<file path="config.mk">
export PLATFORM = sky130hd
export DESIGN_NAME = dec_frame_rx_fifo
export DESIGN_NICKNAME = d
export VERILOG_FILES = /design/src/rtl/dec_frame_rx_fifo_pkg.sv /design/src/rtl/dec_sync_fifo.sv /design/src/rtl/dec_frame_rx_fifo.sv
export SDC_FILE = /design/constraint.sdc
export NUM_CORES = 1
export LEC_CHECK = 0
export CAP_MARGIN = 20
export CORE_ASPECT_RATIO = 0.5
export CORE_UTILIZATION = 45
export CTS_CLUSTER_DIAMETER = 100
export DETAILED_ROUTE_END_ITERATION = 7
export DONT_BUFFER_PORTS = 1
export SLEW_MARGIN = 25
export SYNTH_ARGS = -nofsm -noshare
export SYNTH_HDL_FRONTEND = slang
export SYNTH_SLANG_ARGS = --single-unit
</file>
<file path="constraint.sdc">
create_clock -name clk -period 2.3 [get_ports clk]
set_input_delay 0.345 -clock clk [delete_from_list [all_inputs] [get_ports clk]]
set_output_delay 0.345 -clock clk [all_outputs]
set_load 0.05 [all_outputs]
</file>
<file path="src/rtl/dec_frame_rx_fifo_pkg.sv">
// ---------------------------------------------------------------------------
// dec_frame_rx_fifo_pkg
// Shared constants and types for the decimator frame receiver.
//   DEC_DATA_W     : serial frame / word width
//   DEC_RATIO      : decimation ratio of the upstream decimator (frame period)
//   DEC_FIFO_DEPTH : default receive FIFO depth
//   rx_state_e     : receive FSM state encoding (IDLE=0, SHIFT=1)
// ---------------------------------------------------------------------------
package dec_frame_rx_fifo_pkg;

  localparam int DEC_DATA_W     = 22;
  localparam int DEC_RATIO      = 256;
  localparam int DEC_FIFO_DEPTH = 4;

  typedef enum logic {
    ST_IDLE  = 1'b0,
    ST_SHIFT = 1'b1
  } rx_state_e;

endpackage : dec_frame_rx_fifo_pkg

</file>
<file path="src/rtl/dec_sync_fifo.sv">
// ---------------------------------------------------------------------------
// dec_sync_fifo
// Single-clock FIFO with the head word presented combinationally from the
// storage registers (zero while empty).
//   clk, rst   : clock, synchronous active-high reset
//   push       : write push_data (ignored when full unless a pop coincides)
//   push_data  : word to write
//   pop        : remove head word (ignored when empty)
//   head_data  : word at the head, 0 when empty
//   empty/full : occupancy flags
//   level      : occupancy, one bit wider than the pointers
// ---------------------------------------------------------------------------
module dec_sync_fifo #(
  parameter int DATA_W = 22,
  parameter int DEPTH  = 4
) (
  input  logic                     clk,
  input  logic                     rst,
  input  logic                     push,
  input  logic [DATA_W-1:0]        push_data,
  input  logic                     pop,
  output logic [DATA_W-1:0]        head_data,
  output logic                     empty,
  output logic                     full,
  output logic [$clog2(DEPTH):0]   level
);

  localparam int PTR_W = $clog2(DEPTH);
  localparam int LVL_W = PTR_W + 1;

  logic [DATA_W-1:0] r_mem [DEPTH];
  logic [PTR_W-1:0]  r_wptr;
  logic [PTR_W-1:0]  r_rptr;
  logic [LVL_W-1:0]  r_level;

  logic w_do_pop;
  logic w_do_push;

  assign empty     = (r_level == '0);
  assign full      = (r_level == LVL_W'(DEPTH));
  assign w_do_pop  = pop & ~empty;
  // A pop frees a slot in the same cycle, so a push into a full FIFO is
  // accepted when it coincides with a pop.
  assign w_do_push = push & (~full | w_do_pop);
  assign level     = r_level;
  assign head_data = empty ? '0 : r_mem[r_rptr];

  // Pointers wrap naturally because DEPTH is a power of two.
  always_ff @(posedge clk) begin
    if (rst) begin
      r_wptr  <= '0;
      r_rptr  <= '0;
      r_level <= '0;
    end else begin
      if (w_do_push) r_wptr <= r_wptr + 1'b1;
      if (w_do_pop)  r_rptr <= r_rptr + 1'b1;
      r_level <= r_level + LVL_W'(w_do_push) - LVL_W'(w_do_pop);
    end
  end

  // NOTE: storage is not reset; only the pointers/level define validity and
  // head_data is forced to zero while empty, so stale contents never leak.
  always_ff @(posedge clk) begin
    if (w_do_push) r_mem[r_wptr] <= push_data;
  end

endmodule : dec_sync_fifo

</file>
<file path="src/rtl/dec_frame_rx_fifo.sv">
// ---------------------------------------------------------------------------
// dec_frame_rx_fifo
// Reassembles MSB-first serial frames into signed words, flags framing
// errors and buffers words for a valid/ready consumer.
//   clk, rst      : clock (one serial bit per edge), sync active-high reset
//   data_i        : serial data
//   frame_sync    : pulse coincident with the frame MSB
//   clr_i         : clears sticky flags and the error counter
//   m_data_o      : word at FIFO head (0 when empty)
//   m_valid_o     : FIFO non-empty
//   m_ready_i     : consumer accepts head word
//   fifo_level_o  : FIFO occupancy
//   overflow_o    : sticky, a word was dropped on a full FIFO
//   frame_err_o   : sticky, frame_sync arrived mid-frame
//   err_cnt_o     : saturating framing-error count
// ---------------------------------------------------------------------------
module dec_frame_rx_fifo
  import dec_frame_rx_fifo_pkg::*;
#(
  parameter int DATA_W     = DEC_DATA_W,
  parameter int FIFO_DEPTH = DEC_FIFO_DEPTH,
  parameter int ERR_CNT_W  = 8
) (
  input  logic                          clk,
  input  logic                          rst,
  input  logic                          data_i,
  input  logic                          frame_sync,
  input  logic                          clr_i,
  output logic [DATA_W-1:0]             m_data_o,
  output logic                          m_valid_o,
  input  logic                          m_ready_i,
  output logic [$clog2(FIFO_DEPTH):0]   fifo_level_o,
  output logic                          overflow_o,
  output logic                          frame_err_o,
  output logic [ERR_CNT_W-1:0]          err_cnt_o
);

  localparam int CNT_W = $clog2(DATA_W + 1);

  rx_state_e          r_state;
  logic [DATA_W-1:0]  r_shift;
  logic [CNT_W-1:0]   r_bitcnt;
  logic [DATA_W-1:0]  r_word;
  logic               r_push;
  logic               r_overflow;
  logic               r_frame_err;
  logic [ERR_CNT_W-1:0] r_err_cnt;

  logic w_empty;
  logic w_full;
  logic w_pop;
  logic w_early_sync;
  logic w_drop;

  assign w_early_sync = (r_state == ST_SHIFT) && frame_sync;
  assign w_pop        = ~w_empty & m_ready_i;
  // The FIFO refuses the word only when full and nothing leaves this cycle.
  assign w_drop       = r_push & w_full & ~w_pop;

  // Receive FSM. Bit 0 is captured while r_bitcnt == DATA_W-1; the word is
  // latched together with a one-cycle push strobe on that edge.
  // NOTE: every sequential assignment is non-blocking so all registers see
  // the pre-edge values of each other, regardless of statement order.
  always_ff @(posedge clk) begin
    if (rst) begin
      r_state  <= ST_IDLE;
      r_shift  <= '0;
      r_bitcnt <= '0;
      r_word   <= '0;
      r_push   <= 1'b0;
    end else begin
      r_push <= 1'b0;
      case (r_state)
        ST_IDLE: begin
          if (frame_sync) begin
            r_shift  <= {{(DATA_W-1){1'b0}}, data_i};
            r_bitcnt <= CNT_W'(1);
            r_state  <= ST_SHIFT;
          end
        end
        ST_SHIFT: begin
          if (frame_sync) begin
            // Early sync: drop the partial word, current bit becomes MSB.
            r_shift  <= {{(DATA_W-1){1'b0}}, data_i};
            r_bitcnt <= CNT_W'(1);
          end else if (r_bitcnt == CNT_W'(DATA_W - 1)) begin
            r_word   <= {r_shift[DATA_W-2:0], data_i};
            r_push   <= 1'b1;
            r_bitcnt <= '0;
            r_shift  <= '0;
            r_state  <= ST_IDLE;
          end else begin
            r_shift  <= {r_shift[DATA_W-2:0], data_i};
            r_bitcnt <= r_bitcnt + 1'b1;
          end
        end
        default: r_state <= ST_IDLE;
      endcase
    end
  end

  // Sticky flags and error counter; a new event outranks a coincident clear.
  always_ff @(posedge clk) begin
    if (rst) begin
      r_overflow  <= 1'b0;
      r_frame_err <= 1'b0;
      r_err_cnt   <= '0;
    end else begin
      if (w_drop)     r_overflow <= 1'b1;
      else if (clr_i) r_overflow <= 1'b0;

      if (w_early_sync) begin
        r_frame_err <= 1'b1;
        if (clr_i)                r_err_cnt <= ERR_CNT_W'(1);
        else if (r_err_cnt != '1) r_err_cnt <= r_err_cnt + 1'b1;
      end else if (clr_i) begin
        r_frame_err <= 1'b0;
        r_err_cnt   <= '0;
      end
    end
  end

  dec_sync_fifo #(
    .DATA_W (DATA_W),
    .DEPTH  (FIFO_DEPTH)
  ) u_fifo (
    .clk       (clk),
    .rst       (rst),
    .push      (r_push),
    .push_data (r_word),
    .pop       (w_pop),
    .head_data (m_data_o),
    .empty     (w_empty),
    .full      (w_full),
    .level     (fifo_level_o)
  );

  assign m_valid_o   = ~w_empty;
  assign overflow_o  = r_overflow;
  assign frame_err_o = r_frame_err;
  assign err_cnt_o   = r_err_cnt;

endmodule : dec_frame_rx_fifo

</file>
==> results of run 1 <==
## metrics by stage
step | hold WS (ps) | util [%]
floorplan | 443 | -
global placement | 421 | 50.7
detailed placement | 419 | 50.7
CTS | 18.5 | 55.5
global route | 31.7 | 55.8
finish | 45.9 | 55.8
## cell families after synthesis
family,count (synthesis)
fa+ha+maj,9
mux,24
simple gates,126
compound gates,96
xor+xnor,3
flops,157
buf+inv,44
## what timing repair did
item / CTS / global route
resized for setup: 0 / 2
endpoints found under the hold margin: 60 / 0
endpoints found under the setup margin: 0 / 5
hold buffers: 2 / 0
## layout by cell type, fill, tap and decap left out, types with 3 or more instances in the layout
cell / netlist / routed
edfxtp_1: 88 / 88
dfxtp_1: 69 / 68
buf_4: 3 / 44
a21oi_1: 34 / 34
nor2_1: 31 / 31
nand3_1: 29 / 29
o21ai_0: 27 / 27
nor2b_1: 24 / 23
mux4_2: 22 / 22
a32oi_1: 20 / 20
clkbuf_16: 0 / 18
inv_1: 11 / 11
nand2_1: 8 / 8
ha_1: 8 / 8
and3_1: 6 / 6
inv_6: 0 / 5
a31oi_1: 4 / 4
nor3_1: 5 / 4
inv_8: 0 / 4
clkinvlp_4: 0 / 4
xor2_1: 3 / 3
nand4_1: 3 / 3
or3_1: 3 / 3
## how the worst min path moves through the flow
stage / startpoint / to / slack [ps] / cells past startpoint
finish: rst / err_cnt_o[0]$_SDFFE_PP0P_ / 50 / 1
global route: rst / err_cnt_o[0]$_SDFFE_PP0P_ / 30 / 1
CTS: rst / err_cnt_o[0]$_SDFFE_PP0P_ / 20 / 1
detailed placement: rst / u_fifo.level[1]$_SDFF_PP0_ / 420 / 1
global placement: rst / u_fifo.level[1]$_SDFF_PP0_ / 420 / 1
floorplan: r_shift[20]$_SDFFE_PP0P_ / r_word[21]$_SDFFE_PP0P_ / 440 / 2
## metal layers
layer	routed length [um]	vias to the layer above
li1	-	1830
met1	6070	1888
met2	5000	103
met3	650	12
met4	125	0
met5	0	-
## report_power, final
part / switching, uW / leakage (uW) / internal [uW] / total, uW
sequential: 65.9 / 0.00148 / 2980 / 3050
clock: 1190 / 0.000271 / 1530 / 2720
combinational: 1530 / 0.000800 / 841 / 2370
total: 2790 / 0.00255 / 5350 / 8140
## state kept, by name, indices dropped and copies added (netlist names), named ones only
signal         cells
u_fifo.r_mem      88
r_word            22
r_shift           21
err_cnt_o          8
r_bitcnt           5
u_fifo.level       3
u_fifo.r_rptr      2
u_fifo.r_wptr      2
frame_err_o        1
overflow_o         1
r_push             1
r_state            1
## final cells by class
type,instances,area [sq um],area share (%)
Clock inverter,14,149,2.06
Inverter,11,41.3,0.570
Clock buffer,17,425,5.87
Timing Repair Buffer,50,444,6.13
Tap cell,170,213,2.94
Multi-Input combinational cell,258,1940,26.8
Sequential cell,157,4030,55.6
==> results.yml, run 1 <==
clock_tree:
  cts_buffer_depth: 2
  cts_tree: "built"
  htreeDepth: 4
  cts_setup_buffers: 0
  cts_sinks: 157
  clock_latency_ps: 420
  clkTransAtPathRegs_ps: 60
  ctsRootBufferMaster: "clkbuf_16"
  cts_buffers: 17
min_path:
  hold_path.class: "primary input to flop"
place:
  port-buffer-count: 0
  dp.cells: 642
  hpwlAfterDp_mm: 6.63
  dpl-instance-area_sq_um: 6590
  globalplace.congestion: 0.763
  dp_worst_setup_slack_ps: 437
die:
  start_util_pct: 47.4
  die_h_um: 84.7
  die_area_sq_um: 14200
  pin_count: 42
  core_region_area_sq_um: 13000
  die_w_um: 167
  fp-row-count: 29
grt:
  grtUsageMet2_pct: 24.7
  grt_pass1_wl_mm: 19.1
  grt_pass1_vias: 3664
  grt_busiest_layer: "met1"
  grt_max_degree: 60
  grtUsageMet1_pct: 25.8
  grt.overflow.total: 0
  use_met3_pct: 5.75
  antenna_found_initial: 0
  track_usage_pct: 17.7
critical_path:
  crit_fanout: 11
  reg2regPathDepth: 3
  crit_end: "m_data_o[11]"
  rr_endpoint: "u_fifo.r_mem[3][20]$_DFFE_PP_"
  crit_chain: "buf_12 -> mux4_2 -> nor2b_1 -> buf_4"
  path_buf_inv: 2
  regToRegSetupSlack_ps: 420
  worstPathArrival_ps: 1850
  crit_slowest_cell: "mux4_2"
  path_delay_family: "multiplexers"
  path_class: "flop to output port"
  worstPathRequired_ps: 1960
  path_depth: 4
  cpPeakStageDelay_ps: 510
  worstSetupStartpointType: "flop"
  cp-end-kind: "output port"
  r2r-start: "u_fifo.level[0]$_SDFF_PP0_"
cells_and_area:
  diodes: 0
  drive_gt1_share_pct: 20.9
  layout.cells.non_filler: 677
  nNetsFinal: 510
  design_area_sq_um: 7240
  fillCellCount: 1098
  area_delta_synth_final_pct: 17.8
route:
  drtIter0Drc: 305
  viasPerCell: 5.66
  drt-pass1-iter-count: 5
  wire_per_inst_um: 17.5
  routed_wl_mm: 11.8
  vias: 3833
  drc: 0
  drtAntennaViolNets: 0
timing:
  fin_ws_ps: 102
  final_hold_viol_count: 0
  fin_crit_sh_pct: 95.6
  rsz0062_at_grt: "no"
  setup_tns_ps: 0
  max-slew-margin-rel_pct: 52.2
  fin_crit_ps: 2200
  tightest_slew_ps: 717
  finClkSkew_ps: 8.24
  setup_viol: 0
  final_max_slew_viol_count: 0
  max_freq_mhz: 455
synth:
  synthFlopType: "edfxtp_1"
  synth_nets: 474
  yosys-top-cells-count: "88 x edfxtp_1, 69 x dfxtp_1, 34 x a21oi_1, 31 x nor2_1, 29 x nand3_1"
  synthMuxAreaShare_pct: 8.38
  syn_area_per_cell_sq_um: 13.4
  synth_adder_area_share_pct: 1.95
  synth_top_family_by_area: "simple AND/OR/NAND/NOR gates"
  synth_compound_area_share_pct: 9.72
  async_flop_share_pct: 0
  synth_top_area_cell: "edfxtp_1"
  synth.most_common_cell: "edfxtp_1"
  synthCells: 459
  ys_types: 46
  yosysTopAreaCellShare_pct: 43.0
  seq_area_frac_synth_pct: 65.4
  synth_edf_count: 88
  ys_seq_elements: 157
  synthSimpleGateAreaFrac_pct: 11.0
  synth_xor_area_share_pct: 0.427
  synth.cell_area_sq_um: 6150
  yosys_warnings: 0
  synthTopCellsByArea: "edfxtp_1 43%, dfxtp_1 22%, mux4_2 8.1%"
power_and_ir_drop:
  p_leak_uw: 0.00255
  power_density_nw_per_um2: 1120
  power.total_uw: 8140
  vdd_ir_drop_max_mv: 0.617
status:
  status: "complete, no violations"
job:
  maxCapViolations: 0
Power figures use the tool's default switching activity.
==> run 2: changes to the inputs <==
--- a/config.mk
+++ b/config.mk
@@ -5,10 +5,11 @@
 export SDC_FILE = /design/constraint.sdc
 export NUM_CORES = 1
 export LEC_CHECK = 0
+export ABC_AREA = 0
 export CAP_MARGIN = 20
 export CORE_ASPECT_RATIO = 0.5
 export CORE_UTILIZATION = 45
-export CTS_CLUSTER_DIAMETER = 100
+export CTS_CLUSTER_DIAMETER = 30
 export DETAILED_ROUTE_END_ITERATION = 7
 export DONT_BUFFER_PORTS = 1
 export SLEW_MARGIN = 25
==> results of run 2 <==
Final layout, timing and power as in run 1 (identical DEF).
==> run 3: changes to the inputs <==
--- a/config.mk
+++ b/config.mk
@@ -8,6 +8,7 @@
 export ABC_AREA = 0
 export CAP_MARGIN = 20
 export CORE_ASPECT_RATIO = 0.5
+export CORE_MARGIN = 2
 export CORE_UTILIZATION = 45
 export CTS_CLUSTER_DIAMETER = 30
 export DETAILED_ROUTE_END_ITERATION = 7
==> run 3 against run 2 <==
Combinational power about the same. Clock-buffer cell count increased by 1. Flip-flop and latch count unchanged. Worst setup slack got worse by 25 ps. Via count decreased by 2.9%. First-iteration DRC count decreased by 2.0%. Register-to-register slack about the same. Core utilization decreased by 2.2 points. Critical path depth unchanged. Non-clock buffer count decreased by 2. Sequential power about the same. Largest cell class unchanged. Largest power group unchanged.
==> results.yml, run 3 (same netlist as run 1, synthesis figures left out) <==
min_path:
  worstHoldStart: "rst"
  hold_path.class: "primary input to flop"
  hold_depth: 1
  hold_end: "err_cnt_o[0]$_SDFFE_PP0P_"
power_and_ir_drop:
  p_leak_uw: 0.00253
  power_density_nw_per_um2: 1120
  vdd_ir_drop_max_mv: 0.550
die:
  core_region_area_sq_um: 13400
  die_h_um: 86.7
  fp-row-count: 30
  pin_count: 42
  die_w_um: 169
  start_util_pct: 45.8
  die_area_sq_um: 14700
route:
  wire_per_inst_um: 17.3
  drc: 0
  viasPerCell: 5.46
  drt-pass1-iter-count: 5
  vias: 3722
  drtIter0Drc: 299
  drtAntennaViolNets: 0
  routed_wl_mm: 11.8
cells_and_area:
  mostFrequentLayoutCells: "88 x edfxtp_1, 68 x dfxtp_1, 43 x buf_4"
  layout.cells.non_filler: 682
  largest_reg_flops: 88
  drive_gt1_share_pct: 20.6
  layout_commonest_cell: "edfxtp_1"
  area_delta_synth_final_pct: 17.0
  diodes: 0
  largestRegisters: "u_fifo.r_mem: 88 flops, r_word: 22 flops, r_shift: 21 flops"
  fillCellCount: 1148
  regMostFlops: "u_fifo.r_mem"
  nNetsFinal: 508
critical_path:
  worstSetupStartpointType: "flop"
  path_class: "flop to output port"
  reg2regPathDepth: 8
  worstPathArrival_ps: 1880
  cp-end-kind: "output port"
  rr_endpoint: "u_fifo.level[2]$_SDFF_PP0_"
  regToRegSetupSlack_ps: 410
  crit_fanout: 11
  r2r-start: "u_fifo.level[0]$_SDFF_PP0_"
  worstPathRequired_ps: 1960
clock_tree:
  clkTransAtPathRegs_ps: 60
  clock_latency_ps: 420
  ctsRootBufferMaster: "clkbuf_16"
  cts_buffers: 17
  cts_sinks: 157
  cts_buffer_depth: 2
  htreeDepth: 4
  cts_tree: "built"
grt:
  grt_pass1_vias: 3502
  grt.overflow.total: 0
  track_usage_pct: 17.0
  grt_pass1_wl_mm: 18.9
  grt_max_degree: 55
  antenna_found_initial: 0
timing:
  fin_crit_sh_pct: 96.7
  final_max_slew_viol_count: 0
  max_freq_mhz: 450
  finClkSkew_ps: 6.87
  fin_crit_ps: 2220
  tightest_slew_ps: 576
  setup_viol: 0
  setup_tns_ps: 0
  max-slew-margin-rel_pct: 61.5
  final_hold_viol_count: 0
  rsz0062_at_grt: "no"
place:
  hpwlAfterDp_mm: 6.52
  dp.cells: 646
  port-buffer-count: 0
  globalplace.congestion: 0.785
status:
  status: "complete, no violations"
job:
  maxCapViolations: 0
[run 3: cell count changes in the layout (fill, tap and decap cells not counted), sizes merged]
cell	previous run	this run
buf	48	45
bufinv	1	0
clkbuf	18	19
clkinv	0	2
clkinvlp	4	3
dlygate4sd3	1	2
[run 3: area by class of cell]
| type | instances | area [sq um] | area share, % |
|---|---|---|---|
| sequential | 157 | 4030 | 55.9 |
| multi-input combinational | 258 | 1940 | 27.0 |
| clock buffer | 18 | 439 | 6.10 |
| timing repair buffer | 48 | 408 | 5.67 |
| tap | 176 | 220 | 3.06 |
| clock inverter | 14 | 119 | 1.65 |
| inverter | 11 | 41.3 | 0.574 |
[run 3: what timing repair did]
| action | 4_1_cts | 5_1_grt |
|---|---|---|
| endpoints found under the setup margin | 0 | 19 |
| setup buffers | 0 | 0 |
| hold endpoints to repair | 55 | 0 |
| gates resized for setup | 0 | 1 |
| hold buffers | 3 | 0 |
[run 3: stage by stage]
| step | power, uW | worst slack, ps | util, % | area (sq um) | hold WS, ps |
|---|---|---|---|---|---|
| after global placement | 5390 | 453 | 48.9 | 6570 | 420 |
| after CTS | 8070 | 15.6 | 53.4 | 7170 | 25.2 |
| after global routing | 8370 | 0.336 | 53.5 | 7200 | 27.1 |
| after detailed placement | 5400 | 409 | 48.9 | 6570 | 421 |
| final | 8030 | 76.7 | 53.5 | 7200 | 38.0 |
| after floorplan | 4820 | 65.1 | - | 6150 | 443 |
[run 3: report_power, final]
group / internal, uW / switching, uW / total, uW
Sequential: 2980 / 57.3 / 3030
Clock: 1450 / 1200 / 2650
Combinational: 820 / 1530 / 2350
Total: 5240 / 2790 / 8030
[run 3: per-layer routing]
layer	GRT usage, %	vias to the layer above	part of all wire [%]
met1	24.2	1818	51
met5	0	-	0
met4	6.06	0	0.64
li1	-	1828	-
met2	25.1	68	45
met3	4.98	8	4.0
[run 3: worst max-delay path by stage]
stage	from	endpoint	slack, ps	cells after the start
floorplan	u_fifo.level[1]$_SDFF_PP0_	m_data_o[10]	70	3
CTS	flop	m_data_o[21]	20	4
global placement	m_ready_i	u_fifo.r_mem[3][13]$_DFFE_PP_	450	3
global route	flop	m_data_o[4]	0.3	4
finish	flop	m_data_o[19]	80	4
detailed placement	u_fifo.level[0]$_SDFF_PP0_	u_fifo.level[2]$_SDFF_PP0_	410	8
[run 3: critical path, cell delays in order (launching register included)]
cell and delay [ps]:
dfxtp_2 400, clkbuf_16 220, mux4_2 500, nor2b_1 140, buf_4 190
